===== src/rtl/instr_sequencer_pkg.sv =====
// Shared types and field layout for the instruction sequencer.
package seq_pkg;

   typedef enum logic [1:0] {
      IDLE  = 2'd0,
      ISSUE = 2'd1,
      HOLD  = 2'd2,
      DONE  = 2'd3
   } seq_state_t;

   localparam int INSTR_W     = 9;
   localparam int PROG_W      = 10;

   localparam int SEL_IN_LSB  = 0;
   localparam int SEL_OUT_LSB = 3;
   localparam int OP_LSB      = 6;
   localparam int FIELD_W     = 3;

   localparam int LAST_BIT    = 9;

endpackage


===== src/rtl/instr_sequencer_prog_mem.sv =====
// Program store: synchronous write port, asynchronous read port.
module seq_prog_mem
   import seq_pkg::*;
#(
   parameter int DEPTH = 16,
   parameter int AW    = $clog2(DEPTH)
) (
   input  logic              clk,
   input  logic              we,
   input  logic [AW-1:0]     waddr,
   input  logic [PROG_W-1:0] wdata,
   input  logic [AW-1:0]     raddr,
   output logic [PROG_W-1:0] rdata
);

   logic [PROG_W-1:0] mem_q [DEPTH];

   // contents survive reset, so no reset branch here
   always_ff @(posedge clk) begin
      if (we) mem_q[waddr] <= wdata;
   end

   assign rdata = mem_q[raddr];

endmodule


===== src/rtl/instr_sequencer.sv =====
// Steps through the program memory and presents each instruction to the
// decoder for a programmable number of cycles. All outputs are registered
// one cycle behind the FSM state, so the instruction bus, strobe, busy and
// done all line up with each other.
module instr_sequencer
   import seq_pkg::*;
#(
   parameter int DEPTH = 16,
   parameter int AW    = $clog2(DEPTH),
   parameter int HW    = 4
) (
   input  logic               clk,
   input  logic               rst_n,
   input  logic               load_en,
   input  logic [AW-1:0]      load_addr,
   input  logic [PROG_W-1:0]  load_data,
   input  logic               start,
   input  logic               stop,
   input  logic               loop_en,
   input  logic [HW-1:0]      hold_cycles,
   output logic [INSTR_W-1:0] instruct,
   output logic               instr_valid,
   output logic               busy,
   output logic               done,
   output logic [AW-1:0]      pc
);

   seq_state_t         state_q;
   logic [AW-1:0]      pc_q;
   logic [AW-1:0]      pc_out_q;
   logic [HW-1:0]      hold_q;
   logic [HW-1:0]      cnt_q;
   logic [INSTR_W-1:0] instr_q;
   logic               vld_q;
   logic               busy_q;
   logic               done_q;

   logic [PROG_W-1:0]  word;
   logic               mem_we;
   seq_state_t         adv_state_d;
   logic [AW-1:0]      adv_pc_d;

   // the program may only be rewritten while nothing is executing
   assign mem_we = load_en && (state_q == IDLE || state_q == DONE);

   seq_prog_mem #(.DEPTH(DEPTH), .AW(AW)) u_mem (
      .clk   (clk),
      .we    (mem_we),
      .waddr (load_addr),
      .wdata (load_data),
      .raddr (pc_q),
      .rdata (word)
   );

   // where execution goes once the current word has been held long enough;
   // loop_en is looked at here, at the moment of advancing
   always_comb begin
      adv_state_d = ISSUE;
      adv_pc_d    = pc_q + 1'b1;
      if (word[LAST_BIT] || pc_q == AW'(DEPTH - 1)) begin
         if (loop_en) begin
            adv_pc_d = '0;
         end else begin
            adv_state_d = DONE;
            adv_pc_d    = pc_q;
         end
      end
   end

   // sequencer FSM with its counter, pc and registered outputs
   always_ff @(posedge clk or negedge rst_n) begin
      if (!rst_n) begin
         state_q  <= IDLE;
         pc_q     <= '0;
         pc_out_q <= '0;
         hold_q   <= '0;
         cnt_q    <= '0;
         instr_q  <= '0;
         vld_q    <= 1'b0;
         busy_q   <= 1'b0;
         done_q   <= 1'b0;
      end else begin
         vld_q  <= 1'b0;
         busy_q <= (state_q == ISSUE) || (state_q == HOLD);
         done_q <= (state_q == DONE);
         case (state_q)
            IDLE, DONE: begin
               if (start && !stop) begin
                  state_q <= ISSUE;
                  pc_q    <= '0;
                  hold_q  <= hold_cycles;
               end else begin
                  state_q <= IDLE;
               end
            end
            ISSUE: begin
               if (stop) begin
                  state_q <= IDLE;
                  instr_q <= '0;
                  busy_q  <= 1'b0;
               end else begin
                  instr_q  <= word[INSTR_W-1:0];
                  pc_out_q <= pc_q;
                  vld_q    <= 1'b1;
                  cnt_q    <= hold_q;
                  if (hold_q != '0) begin
                     state_q <= HOLD;
                  end else begin
                     state_q <= adv_state_d;
                     pc_q    <= adv_pc_d;
                  end
               end
            end
            HOLD: begin
               if (stop) begin
                  state_q <= IDLE;
                  instr_q <= '0;
                  busy_q  <= 1'b0;
               end else begin
                  cnt_q <= cnt_q - 1'b1;
                  if (cnt_q == HW'(1)) begin
                     state_q <= adv_state_d;
                     pc_q    <= adv_pc_d;
                  end
               end
            end
            default: state_q <= IDLE;
         endcase
      end
   end

   assign instruct    = instr_q;
   assign instr_valid = vld_q;
   assign busy        = busy_q;
   assign done        = done_q;
   assign pc          = pc_out_q;

endmodule


===== config.mk =====
export PLATFORM = sky130hd
export DESIGN_NAME = instr_sequencer
export DESIGN_NICKNAME = d
export VERILOG_FILES = /design/src/rtl/instr_sequencer_pkg.sv /design/src/rtl/instr_sequencer_prog_mem.sv /design/src/rtl/instr_sequencer.sv
export SDC_FILE = /design/constraint.sdc
export NUM_CORES = 1
export LEC_CHECK = 0
export ABC_CLOCK_PERIOD_IN_PS = 2300
export CAP_MARGIN = 20
export CORE_MARGIN = 3
export CORE_UTILIZATION = 56
export CTS_BUF_LIST = sky130_fd_sc_hd__clkbuf_8
export DETAILED_ROUTE_END_ITERATION = 7
export MAX_ROUTING_LAYER = met4
export PLACE_DENSITY = 0.78
export RECOVER_POWER = 50
export SLEW_MARGIN = 10
export SYNTH_ARGS = -nofsm -noshare
export SYNTH_HDL_FRONTEND = slang
export SYNTH_SLANG_ARGS = --single-unit
export TNS_END_PERCENT = 50

===== constraint.sdc =====
create_clock -name clk -period 2.3 [get_ports clk]
set_input_delay 0.46 -clock clk [delete_from_list [all_inputs] [get_ports clk]]
set_output_delay 0.46 -clock clk [all_outputs]
set_load 0.02 [all_outputs]

==> results by group, run 1 <==
Status
  • Status: finished, violations left
  • Failing checks: max-capacitance violations, max-slew violations

Timing
  • Slew headroom: -6.61%
  • Final worst slack: 152 ps
  • Setup Skew: 11.8 ps
  • F_max: between 0.4 and 0.5 GHz
  • Fin. Hold Viols: 0
  • Final min period: 2150 ps
  • # setup viols final: 0
  • RSZ-0062 raised after global routing: false
  • Worst Tran Pin Value: 1600 ps
  • Period utilization: 93.4%
  • Pins Over Slew Limit: 31

Yosys
  • Mapped Area: ~7600 um^2
  • Synthesized Nets: roughly 440
  • Syn Area/Cell: ~19 um^2
  • Cells after Synth: 406
  • #FFs+latches synth: 190
  • Yosys cell types: 43
  • Sequential fraction of the synthesis area: 72.7%
  • Synth warn: 0

Placed design
  • IO buf count: 39
  • RePlAce Congestion: 0.889
  • DP Worst Slack: approximately 3.9 ps
  • Post-DP HPWL: 9620 um

Min path
  • Hold Path Stages: 2
  • Hold Path Class: flip-flop to flip-flop

Clock tree
  • Post-CTS Setup Bufs: 0
  • CTS sink cnt: 190
  • Root Driver: clkbuf_8
  • H-tree depth reported by CTS: 4
  • Latest clock arrival within the worst-skew pair: approximately 450 ps
  • Hold Buf Count CTS: 0
  • CTS tree: yes
  • Worst-path clk slew: about 100 ps
  • Num CTS Buffers: 17
  • Clock buffer depth: 2
  • Post-cts resize count: 0

Drt
  • DRC: 0
  • Max layer used: met4
  • WL final: 14500 um
  • Met1 WL: 6120 um
  • Vias: roughly 4000
  • Post-DR wirelength/cell: between 20 and 25 um
  • Met3 routed WL: 1050 um
  • Initial DRC count: roughly 360
  • Routed vias/inst: approximately 5.8
  • Metal2 WL: 7180 um
  • First-pass DRT Iterations: 8
  • ANT nets after route: 0

Floorplanning
  • Die Ht: 123 um
  • Die Wd: 123 um
  • Total die area: 15100 um^2
  • Boundary pin count: 40
  • Starting Density: 57.5%
  • Core Region: approximately 13000 um^2
  • Row count: 42

Setup path
  • Worst EP arrival: roughly 2500 ps
  • Worst Path Max Fanout: 8
  • CP Capture Type: flip-flop
  • Crit Path Class: flip-flop to flip-flop
  • CP startpoint kind: flip-flop
  • R2R depth: 5
  • Worst EP required: 2630 ps

Global route
  • Initial antenna violation count: 0
  • Grt total ovfl: 0
  • Vias in the first global route: between 4000 and 5000
  • First-pass GRT wire length: 22800 um
  • Maximum number of pins on one net before global-route repair: 33
  • Total Routing Usage GR: 21.7%

Layout
  • Most common cell after layout, fill and taps aside: edfxtp_1
  • Layout Utilization: 66.7%
  • # fillers: 902
  • Highest-count cells in the layout ignoring fill and taps: edfxtp_1 (160), mux4_2 (47), buf_4 (33)
  • Area Growth Syn to Fin: 16.0%
  • Layout cells sized above 1: between 20% and 30%
  • Nets: ~510
  • N_diodes: 0

Pwr
  • Total power: 6.92 mW
  • Worst IR Drop VDD: between 0.5 and 0.6 mV
  • Static leakage: 2.99 nW
  • Pwr per Cell Area: roughly 800 nW/um^2

Flow run
  • Maxcap violations: 1
==> final timing paths <==
kind,to,slack (ps),from
worst max-delay path,pc_q[0],150,pc_q[1]
worst min-delay path,pc[0],500,pc[0]
worst max register to register,pc_q[0],150,pc_q[1]
worst min register to register,pc[0],500,pc[0]
min in group asynchronous,instruct[3],930,rst_n
max in group asynchronous,pc_q[0],320,rst_n
==> cells in the mapped netlist <==
cell type / number / area share (%)
a211oi_2: 1 / 0.16
a21boi_0: 1 / 0.098
a21oi_1: 9 / 0.59
a221oi_1: 1 / 0.11
a2bb2oi_1: 1 / 0.11
a31o_2: 1 / 0.11
a31oi_1: 2 / 0.16
a32o_1: 2 / 0.26
a32oi_1: 1 / 0.11
and3_1: 2 / 0.16
and3_4: 1 / 0.15
buf_2: 3 / 0.20
buf_4: 4 / 0.39
buf_6: 2 / 0.29
clkbuf_1: 11 / 0.54
dfrtp_1: 30 / 9.8
edfxtp_1: 160 / 63
ha_1: 6 / 0.98
inv_1: 19 / 0.93
mux2_2: 8 / 1.2
mux2i_1: 4 / 0.52
mux4_2: 47 / 14
nand2_1: 7 / 0.34
nand2b_1: 4 / 0.33
nand3_1: 3 / 0.20
nand3b_1: 2 / 0.20
nand4_1: 1 / 0.082
nand4b_1: 1 / 0.11
nor2_1: 22 / 1.1
nor2b_1: 4 / 0.33
nor3_1: 7 / 0.46
nor3_4: 1 / 0.21
nor3b_1: 3 / 0.29
nor4_1: 1 / 0.082
nor4b_1: 1 / 0.11
o211ai_1: 2 / 0.20
o21a_4: 1 / 0.20
o21ai_0: 24 / 1.6
o22a_1: 1 / 0.11
o22ai_1: 1 / 0.082
o41ai_1: 1 / 0.11
or2_2: 1 / 0.082
or3_1: 2 / 0.16
==> state kept, by name, indices dropped and copies added (netlist names) <==
| register | count |
|---|---|
| state_q | 2 |
| done | 1 |
| instruct | 9 |
| hold_q | 4 |
| instr_valid | 1 |
| cnt_q | 4 |
| pc_q | 4 |
| u_mem.mem_q | 160 |
| pc | 4 |
| busy | 1 |
==> critical path, stage by stage (launching register included) <==
cell	delay, ps
dfrtp_2	520
mux4_2	530
a2bb2oi_1	170
a32o_1	290
nor3_4	160
mux2_2	360
==> logic make-up after synthesis <==
family | Yosys count | synth area share (%)
multiplexers | 59 | 15.6
flip-flops | 190 | 72.7
adder cells (fa/ha/maj) | 6 | 0.982
AND/OR/NAND/NOR | 63 | 4.39
AO/OA/AOI/OAI | 49 | 4.01
buffers and inverters | 39 | 2.36
==> layer usage <==
metal | up-vias | GRT usage, %
met1 | 1999 | 29.6
met5 | - | -
li1 | 1768 | -
met3 | 10 | 6.27
met4 | 0 | 5.46
met2 | 140 | 33.0
==> area by class of cell <==
type | instances | area [um^2] | area share [%]
Sequential cell | 190 | 5560 | 62.7
Inverter | 19 | 71.3 | 0.805
Clock inverter | 15 | 183 | 2.06
Multi-Input combinational cell | 177 | 1910 | 21.6
Tap cell | 176 | 220 | 2.48
Timing Repair Buffer | 76 | 686 | 7.74
Clock buffer | 17 | 234 | 2.64
==> per-stage QoR <==
stage | hold slack [ps] | cells | area (um^2) | TNS [ps]
2_1_floorplan | 164 | 406 | 7650 | -457
3_3_place_gp | 477 | 638 | 8450 | 0
3_5_place_dp | 480 | 638 | 8450 | 0
4_1_cts | 375 | 670 | 8870 | 0
5_1_grt | 544 | 670 | 8860 | 0
6_report | 496 | 670 | 8860 | 0
==> power breakdown <==
group          leakage (nW)  internal [mW]  switching (mW)  total, mW
clock network         0.210           1.01            1.22       2.24
logic                 0.954          0.382           0.378      0.760
registers              1.83           3.85          0.0764       3.92
total                  2.99           5.24            1.68       6.92
No activity file was read; power rests on OpenSTA's default activity.
==> inputs of run 2 (changes only) <==
--- a/config.mk
+++ b/config.mk
@@ -11,7 +11,6 @@
 export CORE_UTILIZATION = 56
 export CTS_BUF_LIST = sky130_fd_sc_hd__clkbuf_8
 export DETAILED_ROUTE_END_ITERATION = 7
-export MAX_ROUTING_LAYER = met4
 export PLACE_DENSITY = 0.78
 export RECOVER_POWER = 50
 export SLEW_MARGIN = 10
==> run 2 against run 1 <==
Against the previous run:
- the flow still finishes with violations (max-capacitance violations, max-slew violations)
- hold slack worse by 9.3 ps
- largest cell class unchanged
- sequential share of layout area increased by 0.053 points
- maximum frequency is 0.72% lower
- combinational power hardly changed
- non-clock buffer count is 1 lower
- critical endpoint unchanged
- critical path type unchanged
==> results by group, run 2 (synthesized netlist as in run 1, its figures left out) <==
Layout
  • Register Area: 5560 um^2 (unchanged)
  • Layout cells sized above 1: 26.2% (-0.15 points)
  • # fillers: 881 (-2.3%)
  • Area Growth Syn to Fin: 15.9% (about the same)
  • Largest Register: u_mem.mem_q
  • Multi-input logic area: 1910 um^2 (+0.13%)
  • Nets: 510 (-0.20%)
  • Highest-count cells in the layout ignoring fill and taps: edfxtp_1 (160), mux4_2 (47), buf_4 (31)
  • Most common cell after layout, fill and taps aside: edfxtp_1
  • N_diodes: 0 (unchanged)
  • Max reg flops: 160 (unchanged)

Setup path
  • Crit Path Class: flip-flop to flip-flop
  • Worst EP required: 2640 ps (about the same)
  • R2R depth: 6 (+1)
  • Worst EP arrival: 2510 ps (+30 ps)
  • CP Capture Type: flip-flop
  • R2r startpoint: pc_q[1]
  • Worst Path Max Fanout: 9 (+1)
  • CP max stage cell: a221oi_1
  • CP max stage delay: 560 ps (+30 ps)
  • RR Endpoint: pc_q[0]
  • Worst Setup EP: pc_q[0]
  • R2R Setup Slk: 140 ps (-20 ps)
  • CP startpoint kind: flip-flop
  • CP Launch Point: pc_q[1]
  • CP cell instances: buf_4 -> mux2i_1 -> a221oi_1 -> a211oi_2 -> and3_1 -> mux2_2

Floorplanning
  • Total die area: 15100 um^2 (unchanged)
  • Boundary pin count: 40 (unchanged)
  • Starting Density: 57.5% (unchanged)
  • Die Ht: 123 um (unchanged)
  • Core Region: 13300 um^2 (unchanged)
  • Die Wd: 123 um (unchanged)
  • Row count: 42 (unchanged)

Clock tree
  • Num CTS Buffers: 17 (unchanged)
  • Hold Buf Count CTS: 0 (unchanged)
  • CTS sink cnt: 190 (unchanged)
  • Root Driver: clkbuf_8
  • Post-cts resize count: 0 (unchanged)
  • Latest clock arrival within the worst-skew pair: 460 ps (about the same)
  • H-tree depth reported by CTS: 4 (unchanged)
  • CTS tree: yes
  • Clock buffer depth: 2 (unchanged)
  • Post-CTS Setup Bufs: 0 (unchanged)
  • Worst-path clk slew: 80 ps (-20 ps)

Flow run
  • Maxcap violations: 1 (unchanged)

Drt
  • First-pass DRT Iterations: 5 (-3)
  • WL final: 15000 um (+3.6%)
  • ANT nets after route: 0 (unchanged)
  • Initial DRC count: 384 (+7.6%)
  • Vias: 4004 (+2.2%)
  • Routed vias/inst: 5.99 (+2.4%)
  • DRC: 0 (unchanged)
  • Post-DR wirelength/cell: 22.4 um (+3.8%)

Placed design
  • DP Worst Slack: 68.6 ps (+64.6 ps)
  • IO buf count: 39 (unchanged)
  • RePlAce Congestion: 0.889 (about the same)
  • Post-DP HPWL: 9760 um (+1.4%)

Min path
  • Hold Path Class: flip-flop to flip-flop

Timing
  • RSZ-0062 raised after global routing: false
  • Final setup TNS: 0 ps (unchanged)
  • Final min period: 2160 ps (+15.6 ps)
  • Period utilization: 94.1% (+0.68 points)
  • Pins Over Slew Limit: 31 (unchanged)
  • Worst Tran Pin Value: 1610 ps (+6.18 ps)
  • Setup Skew: 8.59 ps (-3.22 ps)
  • # setup viols final: 0 (unchanged)
  • Final worst slack: 136 ps (-15.6 ps)
  • Fin. Hold Viols: 0 (unchanged)
  • F_max: 0.462 GHz (-0.72%)
  • Slew headroom: -7.02% (-0.41 points)

Pwr
  • Static leakage: 2.99 nW (-0.12%)
  • Worst IR Drop VDD: 0.495 mV (-15%)
  • Pwr per Cell Area: 781 nW/um^2 (about the same)
  • Total power: 6.92 mW (about the same)

Global route
  • Initial antenna violation count: 0 (unchanged)
  • Maximum number of pins on one net before global-route repair: 34 (+3.0%)
  • Total Routing Usage GR: 21.9% (+0.14 points)
  • Vias in the first global route: 4139 (+2.5%)
  • First-pass GRT wire length: 23500 um (+3.0%)
  • Grt total ovfl: 0 (unchanged)

Status
  • Failing checks: max-capacitance violations, max-slew violations
  • Status: finished, violations left
## run 2: cell count changes in the layout (fill, tap and decap cells not counted), sizes merged
cell | before | now
buf | 35 | 33
bufinv | 2 | 3
clkbuf | 19 | 23
clkdlybuf4s50 | 27 | 28
clkinv | 4 | 5
dlygate4sd3 | 12 | 11
inv | 26 | 21
## run 2: worst min path at each step
stage,startpoint,end,depth (start not counted)
finish,pc[0],pc[0],2
global route,pc[0],pc[0],2
CTS,rst_n,instruct[1],2
detailed placement,pc[0],pc[0],2
global placement,pc[2],pc[2],2
floorplan,rst_n,busy,0
## run 2: critical path, delay by kind of cell, from the launching register on
| kind | cells | cell delay [ps] |
|---|---|---|
| multiplexers | 2 | 400 |
| flip-flops | 1 | 480 |
| AO/OA/AOI/OAI | 2 | 730 |
| buffers and inverters | 1 | 210 |
| AND/OR/NAND/NOR | 1 | 220 |
## run 2: area by class of cell
type                    count  area share [%]
flip-flops and latches    190            62.8
well taps                 176            2.49
multi-input cells         177            21.6
inverters                  19           0.805
repair buffers             75            7.62
clock buffers              20            3.11
clock inverters            12            1.61
## run 2: stage by stage
step / instance area [um^2] / cells / hold WS (ps) / util [%]
6_report: 8850 / 669 / 487 / 66.6
5_1_grt: 8850 / 669 / 542 / 66.6
4_1_cts: 8860 / 669 / 373 / 66.7
3_5_place_dp: 8450 / 637 / 478 / 63.5
3_3_place_gp: 8450 / 637 / 469 / 63.5
2_1_floorplan: 7650 / 406 / 164 / -
## run 2: where the power goes
| part | switching [mW] | total (mW) | internal [mW] | leakage (nW) |
|---|---|---|---|---|
| combinational | 0.378 | 0.758 | 0.380 | 0.945 |
| sequential | 0.0743 | 3.92 | 3.85 | 1.83 |
| clock | 1.09 | 2.24 | 1.15 | 0.216 |
| total | 1.54 | 6.92 | 5.38 | 2.99 |
## run 2: per-layer routing
layer	vias to the layer above	global-route usage, %	wire length [um]
met5	-	0	0
met2	154	33.3	7460
met1	2062	29.6	6190
met3	28	7.05	1010
li1	1760	-	-
met4	0	9.10	358
==> inputs of run 3 (changes only) <==
--- a/config.mk
+++ b/config.mk
@@ -7,12 +7,12 @@
 export LEC_CHECK = 0
 export ABC_CLOCK_PERIOD_IN_PS = 2300
 export CAP_MARGIN = 20
-export CORE_MARGIN = 3
 export CORE_UTILIZATION = 56
 export CTS_BUF_LIST = sky130_fd_sc_hd__clkbuf_8
 export DETAILED_ROUTE_END_ITERATION = 7
 export PLACE_DENSITY = 0.78
 export RECOVER_POWER = 50
+export SKIP_CTS_REPAIR_TIMING = 1
 export SLEW_MARGIN = 10
 export SYNTH_ARGS = -nofsm -noshare
 export SYNTH_HDL_FRONTEND = slang
==> run 3 against run 2 <==
Against the previous run:
- the flow still finishes with violations (max-capacitance violations, max-slew violations)
- die area shrank 6.4%
- power hardly changed
- via count up 0.62%
- first-iteration DRC count rose by 4.9%
- highest routed layer unchanged
- utilization rose by 0.066 points
- final cell count is the same
- sequential share of layout area fell by 0.062 points
- clock power is essentially flat
- critical path depth decreased by 1
- non-clock buffer count rose by 1
- worst setup slack got worse by 16 ps
- sequential power hardly changed
==> results by group, run 3 (synthesized netlist as in run 1, its figures left out) <==
Setup path
  • Worst Path Max Fanout: 9 (unchanged)
  • CP bufs+invs: 0 (-1)
  • Top delay family on crit path: compound AO/OA/AOI/OAI gates
  • CP max stage delay: 540 ps (-20 ps)
  • Worst EP arrival: 2530 ps (+20 ps)
  • R2r startpoint: pc_q[1]
  • CP startpoint kind: flip-flop
  • R2R depth: 5 (-1)
  • RR Endpoint: state_q[1]
  • CP cell instances: mux4_2 -> a2bb2oi_1 -> a211oi_2 -> o22ai_1 -> a32o_1
  • CP max stage cell: mux4_2
  • Worst EP required: 2650 ps (about the same)
  • Crit Path Class: flip-flop to flip-flop
  • CP Capture Type: flip-flop
  • R2R Setup Slk: 120 ps (-20 ps)

Timing
  • RSZ-0062 raised after global routing: false
  • Fin. Hold Viols: 0 (unchanged)
  • Setup Skew: 14.4 ps (+5.76 ps)
  • F_max: 0.459 GHz (-0.72%)
  • # setup viols final: 0 (unchanged)
  • Pins Over Slew Limit: 31 (unchanged)
  • Worst Tran Pin Value: 1610 ps (+3.33 ps)
  • Period utilization: 94.8% (+0.68 points)
  • Final min period: 2180 ps (+15.7 ps)
  • Slew headroom: -7.24% (-0.22 points)

Pwr
  • Clock power frac: 32.3% (about the same)
  • Static leakage: 2.99 nW (+0.19%)
  • Reg power frac: 56.6% (about the same)
  • NetSw: 1.53 mW (-0.76%)
  • Total power: 6.92 mW (about the same)
  • Worst IR Drop VDD: 0.505 mV (+2.0%)
  • Switching Fraction: 22.1% (-0.18 points)
  • P_int: 5.39 mW (+0.25%)
  • Pwr per Cell Area: 781 nW/um^2 (about the same)
  • Combinational power share: 11.1% (about the same)

Layout
  • Nets: 511 (+0.20%)
  • Largest Register: u_mem.mem_q
  • Highest-count cells in the layout ignoring fill and taps: edfxtp_1 (160), mux4_2 (47), buf_4 (34)
  • Most common cell after layout, fill and taps aside: edfxtp_1
  • Max reg flops: 160 (unchanged)
  • Area Growth Syn to Fin: 16.0% (about the same)
  • N_diodes: 0 (unchanged)
  • Layout cells sized above 1: 25.8% (-0.41 points)
  • Fin area: 8860 um^2 (about the same)

Placed design
  • Post-DP HPWL: 9810 um (+0.53%)
  • DP Area: 8450 um^2 (about the same)
  • RePlAce Congestion: 0.885 (-0.49%)
  • IO buf count: 39 (unchanged)

Global route
  • Maximum number of pins on one net before global-route repair: 31 (-8.8%)
  • Grt total ovfl: 0 (unchanged)
  • First-pass GRT wire length: 22600 um (-3.8%)
  • Total Routing Usage GR: 22.3% (+0.46 points)
  • Vias in the first global route: 4075 (-1.5%)
  • Initial antenna violation count: 0 (unchanged)

Status
  • Failing checks: max-capacitance violations, max-slew violations
  • Status: finished, violations left

Clock tree
  • Latest clock arrival within the worst-skew pair: 460 ps (about the same)
  • Clock buffer depth: 2 (unchanged)
  • CTS sink cnt: 190 (unchanged)
  • Worst-path clk slew: 90 ps (about the same)
  • CTS tree: yes
  • Root Driver: clkbuf_8
  • H-tree depth reported by CTS: 4 (unchanged)
  • Num CTS Buffers: 17 (unchanged)

Min path
  • Hold Path Class: flip-flop to flip-flop
  • WHS Endpoint: pc[2]
  • Hold Path Stages: 2 (unchanged)
  • Hold path start: pc[2]

Drt
  • Post-DR wirelength/cell: 21.6 um (-3.8%)
  • First-pass DRT Iterations: 5 (unchanged)
  • ANT nets after route: 0 (unchanged)
  • Initial DRC count: 403 (+4.9%)
  • WL final: 14400 um (-3.8%)
  • Max layer used: met4
  • Met3 routed WL: 1030 um (+1.6%)
  • DRC: 0 (unchanged)
  • Metal2 WL: 7180 um (-3.6%)
  • Routed vias/inst: 6.02 (+0.62%)
  • Vias: 4029 (+0.62%)
  • Met1 WL: 5970 um (-3.5%)

Floorplanning
  • Row count: 42 (unchanged)
  • Starting Density: 57.5% (unchanged)
  • Die Wd: 119 um (-3.3%)
  • Die Ht: 119 um (-3.3%)
  • Core Region: 13300 um^2 (unchanged)
  • Boundary pin count: 40 (unchanged)
  • Total die area: 14100 um^2 (-6.4%)

Flow run
  • Maxcap violations: 1 (unchanged)
[run 3: cell count changes in the layout (fill, tap and decap cells not counted), moves of 2 or more]
cell | before | now
clkinv_2 | 5 | 1
clkinv_4 | 0 | 3
clkbuf_8 | 20 | 17
clkinv_1 | 0 | 3
buf_4 | 31 | 34
clkbuf_1 | 3 | 1
[run 3: worst min-delay path, cell delays in order (launching register included)]
cell and delay [ps]:
dfrtp_1 350, nand2_1 50, o21ai_0 60
[run 3: final cells by class]
class | count | area, um^2
inverter | 19 | 71.3
tap | 176 | 220
fill | 877 | 4430
clock inverter | 14 | 178
multi-input combinational | 177 | 1910
clock buffer | 17 | 234
timing repair buffer | 76 | 689
sequential | 190 | 5560
[run 3: power by group through the flow]
stage | clock network (mW) | logic (mW) | registers (mW)
after detailed placement | 0 | 0.781 | 3.99
after floorplan | 0 | 0.433 | 4.03
after CTS | 2.27 | 0.782 | 3.92
after global routing | 2.41 | 0.833 | 3.93
final | 2.24 | 0.767 | 3.91
after global placement | 0 | 0.756 | 3.99
[run 3: worst max-delay path by stage]
stage	slack, ps	depth (start not counted)	from	end
3_3_place_gp	100	6	stop	pc_q[1]
2_1_floorplan	-50	7	state_q[0]	u_mem.mem_q[8][0]
4_1_cts	110	7	state_q[0]	pc_q[1]
5_1_grt	30	2	rst_n	pc_q[0]
3_5_place_dp	50	6	stop	pc_q[1]
6_report	120	5	pc_q[1]	state_q[1]
[run 3: per-stage QoR]
step                      util, %  setup TNS [ps]  worst slack (ps)  hold slack [ps]  instances
after floorplan                 -            -457             -45.7              164        406
after global placement       63.6               0               100              473        638
after detailed placement     63.6               0              50.6              479        638
after CTS                    66.7               0               108              373        669
after global routing         66.7               0              27.1              530        669
final                        66.7               0               120              495        669
[run 3: layer usage]
metal | vias up | track usage [%]
met3 | 23 | 6.66
met4 | 0 | 8.23
met2 | 171 | 34.6
met5 | - | 0
met1 | 2070 | 30.4
li1 | 1765 | -
